<file path="config.mk">
export PLATFORM = sky130hd
export DESIGN_NAME = multiplicador_secuencial_4b
export DESIGN_NICKNAME = d
export VERILOG_FILES = /design/src/rtl/multiplicador_secuencial_4b_pkg.sv /design/src/rtl/sumador_4b.sv /design/src/rtl/multiplicador_secuencial_4b.sv
export SDC_FILE = /design/constraint.sdc
export NUM_CORES = 1
export LEC_CHECK = 0
export CAP_MARGIN = 20
export CORE_UTILIZATION = 30
export CTS_BUF_LIST = sky130_fd_sc_hd__clkbuf_2 sky130_fd_sc_hd__clkbuf_4 sky130_fd_sc_hd__clkbuf_8
export CTS_CLUSTER_DIAMETER = 50
export DETAILED_ROUTE_END_ITERATION = 6
export SYNTH_ARGS = -nofsm -noshare
export SYNTH_HDL_FRONTEND = slang
export SYNTH_SLANG_ARGS = --single-unit
</file>
<file path="constraint.sdc">
create_clock -name clk -period 2.7 [get_ports clk]
set_input_delay 0.54 -clock clk [delete_from_list [all_inputs] [get_ports clk]]
set_output_delay 0.54 -clock clk [all_outputs]
set_load 0.01 [all_outputs]
</file>
<file path="src/rtl/multiplicador_secuencial_4b_pkg.sv">
// rtl/multiplicador_secuencial_4b_pkg.sv - shared constants for the 4x4 sequential multiplier
package multiplicador_secuencial_4b_pkg;

   // FSM encodings; 2'd3 is unused and falls back to IDLE
   localparam logic [1:0] ST_IDLE = 2'd0;
   localparam logic [1:0] ST_CALC = 2'd1;
   localparam logic [1:0] ST_FIN  = 2'd2;

   // One shift-and-add iteration per multiplier bit
   localparam int         N_ITER   = 4;
   localparam logic [1:0] CNT_LAST = 2'(N_ITER - 1);

   // busy covers both the iteration phase and the done cycle
   function automatic logic state_is_busy(input logic [1:0] st);
      return (st == ST_CALC) || (st == ST_FIN);
   endfunction

endpackage

</file>
<file path="src/rtl/sumador_4b.sv">
// rtl/sumador_4b.sv - 4-bit ripple-carry adder used for the partial sums
module sumador_4b (
   input  logic [3:0] a_i,
   input  logic [3:0] b_i,
   output logic [3:0] s_o,
   output logic       c_o
);

   logic [4:0] carry;

   // Ripple the carry bit by bit; carry out is kept so the product never overflows
   always_comb begin
      s_o      = '0;
      carry    = '0;
      carry[0] = 1'b0;
      for (int i = 0; i < 4; i++) begin
         s_o[i]     = a_i[i] ^ b_i[i] ^ carry[i];
         carry[i+1] = (a_i[i] & b_i[i]) | (carry[i] & (a_i[i] ^ b_i[i]));
      end
      c_o = carry[4];
   end

endmodule

</file>
<file path="src/rtl/multiplicador_secuencial_4b.sv">
// rtl/multiplicador_secuencial_4b.sv - unsigned 4x4 shift-and-add multiplier with start/busy/done
module multiplicador_secuencial_4b
   import multiplicador_secuencial_4b_pkg::*;
#(
   parameter int N = 4
) (
   input  logic           clk,
   input  logic           rst_n,
   input  logic           start,
   input  logic [N-1:0]   A,
   input  logic [N-1:0]   B,
   output logic [2*N-1:0] P,
   output logic           busy,
   output logic           done
);

   if (N != 4) begin : g_bad_width
      $error("multiplicador_secuencial_4b supports only N=4");
   end

   logic [1:0] state_q, state_d;
   logic [3:0] a_q, a_d;
   logic [3:0] hi_q, hi_d;
   logic [3:0] lo_q, lo_d;
   logic [1:0] cnt_q, cnt_d;
   logic       done_q, done_d;

   logic [3:0] sum_s;
   logic       sum_c;

   sumador_4b u_sumador (
      .a_i (hi_q),
      .b_i (a_q),
      .s_o (sum_s),
      .c_o (sum_c)
   );

   // Next-state: accept in IDLE, one shift(-add) per CALC cycle, single done cycle in FIN
   always_comb begin
      state_d = state_q;
      a_d     = a_q;
      hi_d    = hi_q;
      lo_d    = lo_q;
      cnt_d   = cnt_q;
      done_d  = 1'b0;
      case (state_q)
         ST_IDLE: begin
            if (start) begin
               a_d     = A;
               hi_d    = '0;
               lo_d    = B;
               cnt_d   = '0;
               state_d = ST_CALC;
            end
         end
         ST_CALC: begin
            if (lo_q[0]) begin
               hi_d = {sum_c, sum_s[3:1]};
               lo_d = {sum_s[0], lo_q[3:1]};
            end else begin
               hi_d = {1'b0, hi_q[3:1]};
               lo_d = {hi_q[0], lo_q[3:1]};
            end
            cnt_d = cnt_q + 2'd1;
            if (cnt_q == CNT_LAST) begin
               state_d = ST_FIN;
               done_d  = 1'b1;
            end
         end
         ST_FIN: begin
            state_d = ST_IDLE;
         end
         default: begin
            state_d = ST_IDLE;
         end
      endcase
   end

   // State and datapath registers; reset aborts any operation in flight
   always_ff @(posedge clk or negedge rst_n) begin
      if (!rst_n) begin
         state_q <= ST_IDLE;
         a_q     <= '0;
         hi_q    <= '0;
         lo_q    <= '0;
         cnt_q   <= '0;
         done_q  <= 1'b0;
      end else begin
         state_q <= state_d;
         a_q     <= a_d;
         hi_q    <= hi_d;
         lo_q    <= lo_d;
         cnt_q   <= cnt_d;
         done_q  <= done_d;
      end
   end

   assign P    = {hi_q, lo_q};
   assign busy = state_is_busy(state_q);
   assign done = done_q;

endmodule

</file>
Word level (Yosys, flattened, before mapping)

Index checks and enable logic that the tools add are counted.

Input port bits: 11
Output and inout port bits: 10
Word-level logic and storage cells: 48
Bits in registers: 17

Bitwise logic cells: 17
Eq/ne operators: 5
Reductions and logical operators: 6
$add $sub $neg: 1
Mux-type cells: 13

Operators by type and width:

| cell                  | count |
|---|---|
| $mux W4               | 4 |
| $pmux W4 S2           | 2 |
| $pmux W2 S2           | 2 |
| $and A1 B1 Y1         | 7 |
| $xor A1 B1 Y1         | 7 |
| $mux W2               | 3 |
| $reduce_and A2 Y1     | 3 |
| $eq A2 B2 Y1 const B  | 2 |
| $ne A2 B2 Y1 const B  | 2 |
| $or A1 B1 Y1          | 3 |
| $add A2 B1 Y2 const B | 1 |
| $eq A2 B1 Y1 const B  | 1 |
| $logic_not A2 Y1      | 1 |
| $mux W1               | 2 |
| $reduce_bool A2 Y1    | 1 |
| $logic_or A1 B1 Y1    | 1 |

Depth between registers and ports, before layout

Gate-level depths: netlist (run 1).

Word-level depth: 9
Gate-level depth with buffers: 8

Cells and area by module

Synthesis (run 1) repeated with hierarchy kept, for this count alone.

Cell total of the unflattened synthesis: 84
Area total of the unflattened synthesis: 922.1 um^2

By module, submodules not included:

| module                      | instances | area each (um^2) | cells each | seq. area each (um^2) |
|---|---|---|---|---|
| multiplicador_secuencial_4b | 1         | 812.0            | 70         | 425.4 |
| sumador_4b                  | 1         | 110.1            | 14         | 0.0 |

Least setup slack after synthesis (run 1)

No wires, ideal clock.

Path kind: reg-to-reg
Start point: register hi_q[0]
End point: register hi_q[2]
Cell stages (with the launch flop): 9
Setup time: 0.083 ns
Arrival time: 1.887 ns
Buffers on the path: 0
Path slack: 0.731 ns
Cell sequence: dfrtp_1 ha_1 inv_1 fa_1 inv_1 fa_1 fa_1 mux2i_1 o21ai_0

Word-level cells in the longest chain between the ends: 8

RTL lines:

| item                       | line                              | source |
|---|---|---|
| start, declared            | multiplicador_secuencial_4b.sv:23 | `logic [3:0] hi_q, hi_d;` |
| start signal, assigned     | multiplicador_secuencial_4b.sv:91 | `hi_q <= hi_d;` |
| $and A1 B1 Y1 (2 in a row) | sumador_4b.sv:18                  | `carry[i+1] = (a_i[i] & b_i[i]) \| (carry[i] & (a_i[i] ^ b_i[i]));` |
| $or A1 B1 Y1               | sumador_4b.sv:18                  |  |
| $and A1 B1 Y1              | sumador_4b.sv:18                  |  |
| $or A1 B1 Y1               | sumador_4b.sv:18                  |  |
| $xor A1 B1 Y1              | sumador_4b.sv:17                  | `s_o[i] = a_i[i] ^ b_i[i] ^ carry[i];` |
| $mux W4                    | multiplicador_secuencial_4b.sv:57 | `if (lo_q[0]) begin` |
| $pmux W4 S2                | multiplicador_secuencial_4b.sv:46 | `case (state_q)` |

Every way passes these cells.
A chain may end at the register's enable or synchronous reset.

Worst setup path in the final report (run 1)

Start point: register state_q[0]
End point: output busy

Word-level cells in the longest chain between the ends: 2
Elaborated cells between the ends (all ways): 3

RTL lines:

| item                                                | line                                  | source |
|---|---|---|
| start, declared                                     | multiplicador_secuencial_4b.sv:21     | `logic [1:0] state_q, state_d;` |
| start signal, assigned                              | multiplicador_secuencial_4b.sv:89     | `state_q <= state_d;` |
| $eq A2 B1 Y1 / $eq A2 B2 Y1 (equally long branches) | multiplicador_secuencial_4b_pkg.sv:15 | `return (st == ST_CALC) \|\| (st == ST_FIN);` |
| $logic_or A1 B1 Y1 (*)                              | multiplicador_secuencial_4b_pkg.sv:15 |  |
| end, declared                                       | multiplicador_secuencial_4b.sv:13     | `output logic busy,` |

Every way passes the cells marked *; elsewhere a longest branch is shown, timed or not.

==> impl_metrics.ini, run 1 <==
[run_status]
status = finished clean

[detailed_routing]
wl_per_cell_um = 12.10
vias = 592
antenna_left = 0
routed_wl_mm = 1.573
viasPerCell = 4.554
first_pass_iters = 4
first_iter_violations = 18
drcViolationCount = 0

[timing]
hold_violations = 0
fin_skew_ns = 0.006215
fmax_ghz = 0.4872
post-route-min-period_ns = 2.053
rsz0062_at_grt = false
setup_viol = 0
tightest_slew_ns = 0.7691
slew_violations = 0
fin_crit_sh_pct = 76.02
slew_headroom_pct = 48.57
setup_tns_ns = 0

[power_and_ir_drop]
powerDensity_mw_per_mm2 = 1093
p_total_mw = 1.235
peakVddDrop_mv = 0.5683
leakagePower_nw = 0.5089

[worst_setup_path]
worstSetupStartpointType = flop
crit_type = flop to output port
crit_path_max_incr_delay_ns = 0.52
path_max_fanout = 3
required_ns = 2.16
crit_chain = inv_1 > ha_1 > clkdlybuf4s50_1
critical_path.endpoint_type = output port
r2r_slack_ns = 0.67
cp.arrival_ns = 1.51
slowest_stage = clkdlybuf4s50_1

[floorplan]
die_w_um = 56.19
fp.dieH_um = 56.19
core-area_mm2 = 0.002758
die_area_mm2 = 0.003157
initial_core_util_pct = 31.94
io_pins = 21
rows = 19

[synth]
netlist-cell-type-count = 19
syn_inst = 77
netlist_area_um2 = 880.8
syn_area_per_cell_um2 = 11.44
syn_nets = 95
synth_top_area_share_pct = 48.30
yosysTopAreaCell = dfrtp_1
yosys_warnings = 0
ys_seq_area_share_pct = 48.30
synth-seq-cells = 17
netlist_top_cells_area = dfrtp_1, fa_1, mux2i_1

[cells_and_area]
fillers = 290
drive_gt1_share_pct = 14.14
final_cell_mix = clkdlybuf4s50_1, dfrtp_1, nand2_1
area_growth_pct = 28.27
fin_nets = 118
diodes = 0
multi_input_area_um2 = 397.9
mostFrequentLayoutCell = clkdlybuf4s50_1
ff_latch_area_um2 = 425.4
postLayoutCellArea_mm2 = 0.001130
post-route-util_pct = 40.97

[clocking]
clkLatencyLatePin_ns = 0.28
numCtsBuffers = 3
cts_resized = 0
cts_root_buf = clkbuf_4
postCtsSetupRepairBufs = 0
holdBufCountCts = 0
clk_pin_slew_ns = 0.10
ctsLongestPathBuffers = 2
cts_sinks = 17
cts_tree = done
cts_max_level = 1

[min_path]
min_path_type = flop to flop

[global_routing]
grt_util_met2_pct = 17.69
grt_antenna_before_repair = 0
use_met1_pct = 13.97
first_global_vias = 620
grt_max_degree = 18
grt_use_total_pct = 10.96
gr-total-overflow = 0
grt_pass1_wl_mm = 2.649
use_met3_pct = 2.326
busiest_layer = met2

[run]
drv_cap = 0

[place]
portBuffers = 20
place_congestion = 0.7256
post-dp-hpwl_mm = 1.241
dpl_cell_area_mm2 = 0.001100
cells in the mapped netlist (all sizes together):
| cell type | instances |
|---|---|
| dfrtp | 17 |
| nand2 | 11 |
| inv | 8 |
| o21ai | 8 |
| mux2i | 7 |
| mux2 | 5 |
| a21oi | 4 |
| ha | 4 |
| buf | 3 |
| fa | 3 |
| nand2b | 2 |
| a211oi | 1 |
| a21o | 1 |
| a32o | 1 |
| and2 | 1 |
| nor2 | 1 |
worst paths after layout:
| check | start | endpoint | cells past startpoint |
|---|---|---|---|
| max | state_q[0] | busy | 3 |
| min | cnt_q[1] | cnt_q[1] | 1 |
| max reg2reg | hi_q[0] | hi_q[2] | 8 |
| min reg2reg | cnt_q[1] | cnt_q[1] | 1 |
| max in group asynchronous | rst_n | cnt_q[1] | 1 |
| min in group asynchronous | rst_n | state_q[0] | 1 |
cells by family (layout without fill, tap and decap cells):
family | Yosys count | after routing | share of synthesized area [%]
DFF | 17 | 17 | 48.30
AOI/OAI and AO/OA | 15 | 15 | 10.65
and+or+nand+nor | 15 | 15 | 7.244
muxes | 12 | 12 | 14.77
buffers and inverters | 11 | 33 | 6.534
adders and majority gates | 7 | 7 | 12.50
power breakdown:
| group | switching, mW | internal (mW) | leakage (nW) |
|---|---|---|---|
| registers | 0.0884 | 0.361 | 0.215 |
| clock network | 0.0758 | 0.0673 | 0.0184 |
| logic | 0.305 | 0.337 | 0.275 |
cell type report:
| type | instances | area share [%] |
|---|---|---|
| inverters | 8 | 2.658 |
| multi-input cells | 49 | 35.22 |
| repair buffers | 21 | 18.38 |
| clock buffers | 4 | 2.658 |
| well taps | 31 | 3.433 |
| flip-flops and latches | 17 | 37.65 |
registers in the layout, indices dropped and copies added, names as in the netlist:
| name | cells |
|---|---|
| a_q | 4 |
| hi_q | 4 |
| done | 1 |
| state_q | 2 |
| cnt_q | 2 |
| lo_q | 4 |
routing by layer:
| layer | part of all wire [%] | vias to the layer above |
|---|---|---|
| met3 | 3.7 | 2 |
| met2 | 48 | 11 |
| li1 | - | 297 |
| met4 | 1.0 | 0 |
| met5 | 0 | - |
| met1 | 47 | 282 |
per-stage QoR:
step / setup WS (ns) / hold slack [ns] / cells
floorplan: 0.7307 / 0.2444 / 77
global placement: 0.7384 / 0.4774 / 126
detailed placement: 0.6827 / 0.4896 / 126
CTS: 0.6201 / 0.5194 / 130
global route: 0.5414 / 0.5282 / 130
finish: 0.6474 / 0.5119 / 130
worst max-delay path: cells and delay by family, from the launching register on:
family	cells	cell delay (ns)
buffers and inverters	2	0.58
flip-flops	1	0.38
adder cells (fa/ha/maj)	1	0.27
(Power assumes the default switching activity.)
==> run 2: changes to the inputs <==
clock period = 2.1 ns   (was 2.7 ns; I/O delays follow)
==> run 2 against run 1 <==
Compared with the run above: clock skew shrank 0.0039 ns; sequential cell count is the same; via count grew 4.4%; sequential share of layout area shrank 0.97 points; final cell count grew 3.1%; sequential power grew 27%; register-to-register slack lost 0.53 ns; clock power grew 28%; critical path depth grew 5; worst hold slack lost 0.061 ns; highest routed layer unchanged.
==> impl_metrics.ini, run 2 (synthesized netlist as in run 1, its figures left out) <==
[worst_setup_path]
cp.arrival_ns = 2.14
crit_type = flop to flop
worstSetupStartpointType = flop
r2r_end = hi_q[2]
ff2ff_path_depth = 8
critical_path.endpoint_type = flop
r2r_slack_ns = 0.14
crit_buf_inv = 2
crit_chain = ha_1 > inv_1 > fa_1 > inv_1 > fa_1 > fa_1 > mux2i_1 > o21ai_1
crit_path_max_incr_delay_ns = 0.43
required_ns = 2.27
slowest_stage = fa_1
crit_family = adder cells
timing.rr.start = hi_q[0]
path_max_fanout = 2
cpMostUsedCell = fa_1

[detailed_routing]
viasPerCell = 4.612
vias = 618
antenna_left = 0
drcViolationCount = 0
first_iter_violations = 4
routed_wl_mm = 1.528
first_pass_iters = 4
wl_per_cell_um = 11.40

[timing]
fin_crit_sh_pct = 93.50
hold_violations = 0
post-route-min-period_ns = 1.964
fmax_ghz = 0.5093
slew_headroom_pct = 70.22
setup_tns_ns = 0
tightest_slew_ns = 0.4381
setup_viol = 0
fin_skew_ns = 0.002289
fin_ws_ns = 0.1364
slew_violations = 0
rsz0062_at_grt = false

[cells_and_area]
drive_gt1_share_pct = 17.48
diodes = 0
mostFrequentLayoutCell = clkdlybuf4s50_1
fin_nets = 122
ff_latch_area_um2 = 425.4
final_cell_mix = clkdlybuf4s50_1, dfrtp_1, nand2_1
fillers = 285
multi_input_area_um2 = 397.9
post-route-util_pct = 42.06
area_growth_pct = 31.68
largest_registers = a_q (4), hi_q (4), lo_q (4)

[clocking]
cts_max_level = 1
cts_root_buf = clkbuf_4
numCtsBuffers = 3
cts_tree = done
clk_pin_slew_ns = 0.10
cts_sinks = 17
clkLatencyLatePin_ns = 0.28
ctsLongestPathBuffers = 2

[global_routing]
grt_max_degree = 18
grt_pass1_wl_mm = 2.697
grt_antenna_before_repair = 0
first_global_vias = 624
grt_use_total_pct = 10.88
gr-total-overflow = 0

[place]
portBuffers = 20
place_congestion = 0.7292
post-dp-hpwl_mm = 1.207
dp_slack_ns = 0.08830

[floorplan]
core-area_mm2 = 0.002758
die_w_um = 56.19
rows = 19
die_area_mm2 = 0.003157
fp.dieH_um = 56.19
io_pins = 21
initial_core_util_pct = 31.94

[power_and_ir_drop]
leakagePower_nw = 0.5284
p_total_mw = 1.625
powerDensity_mw_per_mm2 = 1401
peakVddDrop_mv = 0.7493

[run_status]
status = finished clean

[run]
drv_cap = 0

[min_path]
min_path_type = primary input to async pin
## run 2: worst reg2reg max path: stages, from the launching register on
cell	delay (ns)
dfrtp_1	0.39
ha_1	0.19
inv_1	0.06
fa_1	0.15
inv_1	0.05
fa_1	0.37
fa_1	0.43
mux2i_1	0.14
o21ai_1	0.07
## run 2: repair_timing
| item | CTS | global route |
|---|---|---|
| gates resized for setup | 0 | 1 |
| setup endpoints to repair | 0 | 1 |
| setup buffers | 0 | 1 |
| hold buffers | 0 | 0 |
## run 2: where the power goes
group	total [mW]	internal, mW	switching [mW]
registers	0.571	0.464	0.107
clock network	0.183	0.0865	0.0967
logic	0.870	0.468	0.403
## run 2: worst max-delay path by stage
stage                          to  depth (start not counted)  startpoint  slack, ns
after floorplan           hi_q[2]                          8     hi_q[0]       0.13
after global placement    hi_q[2]                          8     hi_q[0]       0.14
after detailed placement  hi_q[2]                          8     hi_q[0]       0.09
after CTS                 hi_q[2]                          8     hi_q[0]       0.08
after global routing      hi_q[2]                          8     hi_q[0]       0.02
final                     hi_q[2]                          8     hi_q[0]       0.14
## run 2: area by class of cell
type,count,share of cell area (%)
timing repair buffer,25,20.50
clock buffer,4,2.589
tap,31,3.344
sequential,17,36.68
multi-input combinational,49,34.30
inverter,8,2.589
## run 2: layer usage
layer | up-vias | wire [µm] | GRT usage (%)
met5 | - | 0 | 0
met2 | 11 | 740 | 17.69
li1 | 312 | - | -
met4 | 0 | 11 | 4.181
met3 | 2 | 65 | 3.023
met1 | 293 | 711 | 13.71
## run 2: through the flow
step	cells	hold slack, ns	area [µm²]
after detailed placement	129	0.4920	1122
after CTS	133	0.4480	1152
after global placement	129	0.4766	1122
after floorplan	77	0.1244	880.8
final	134	0.4509	1160
after global routing	134	0.4638	1160
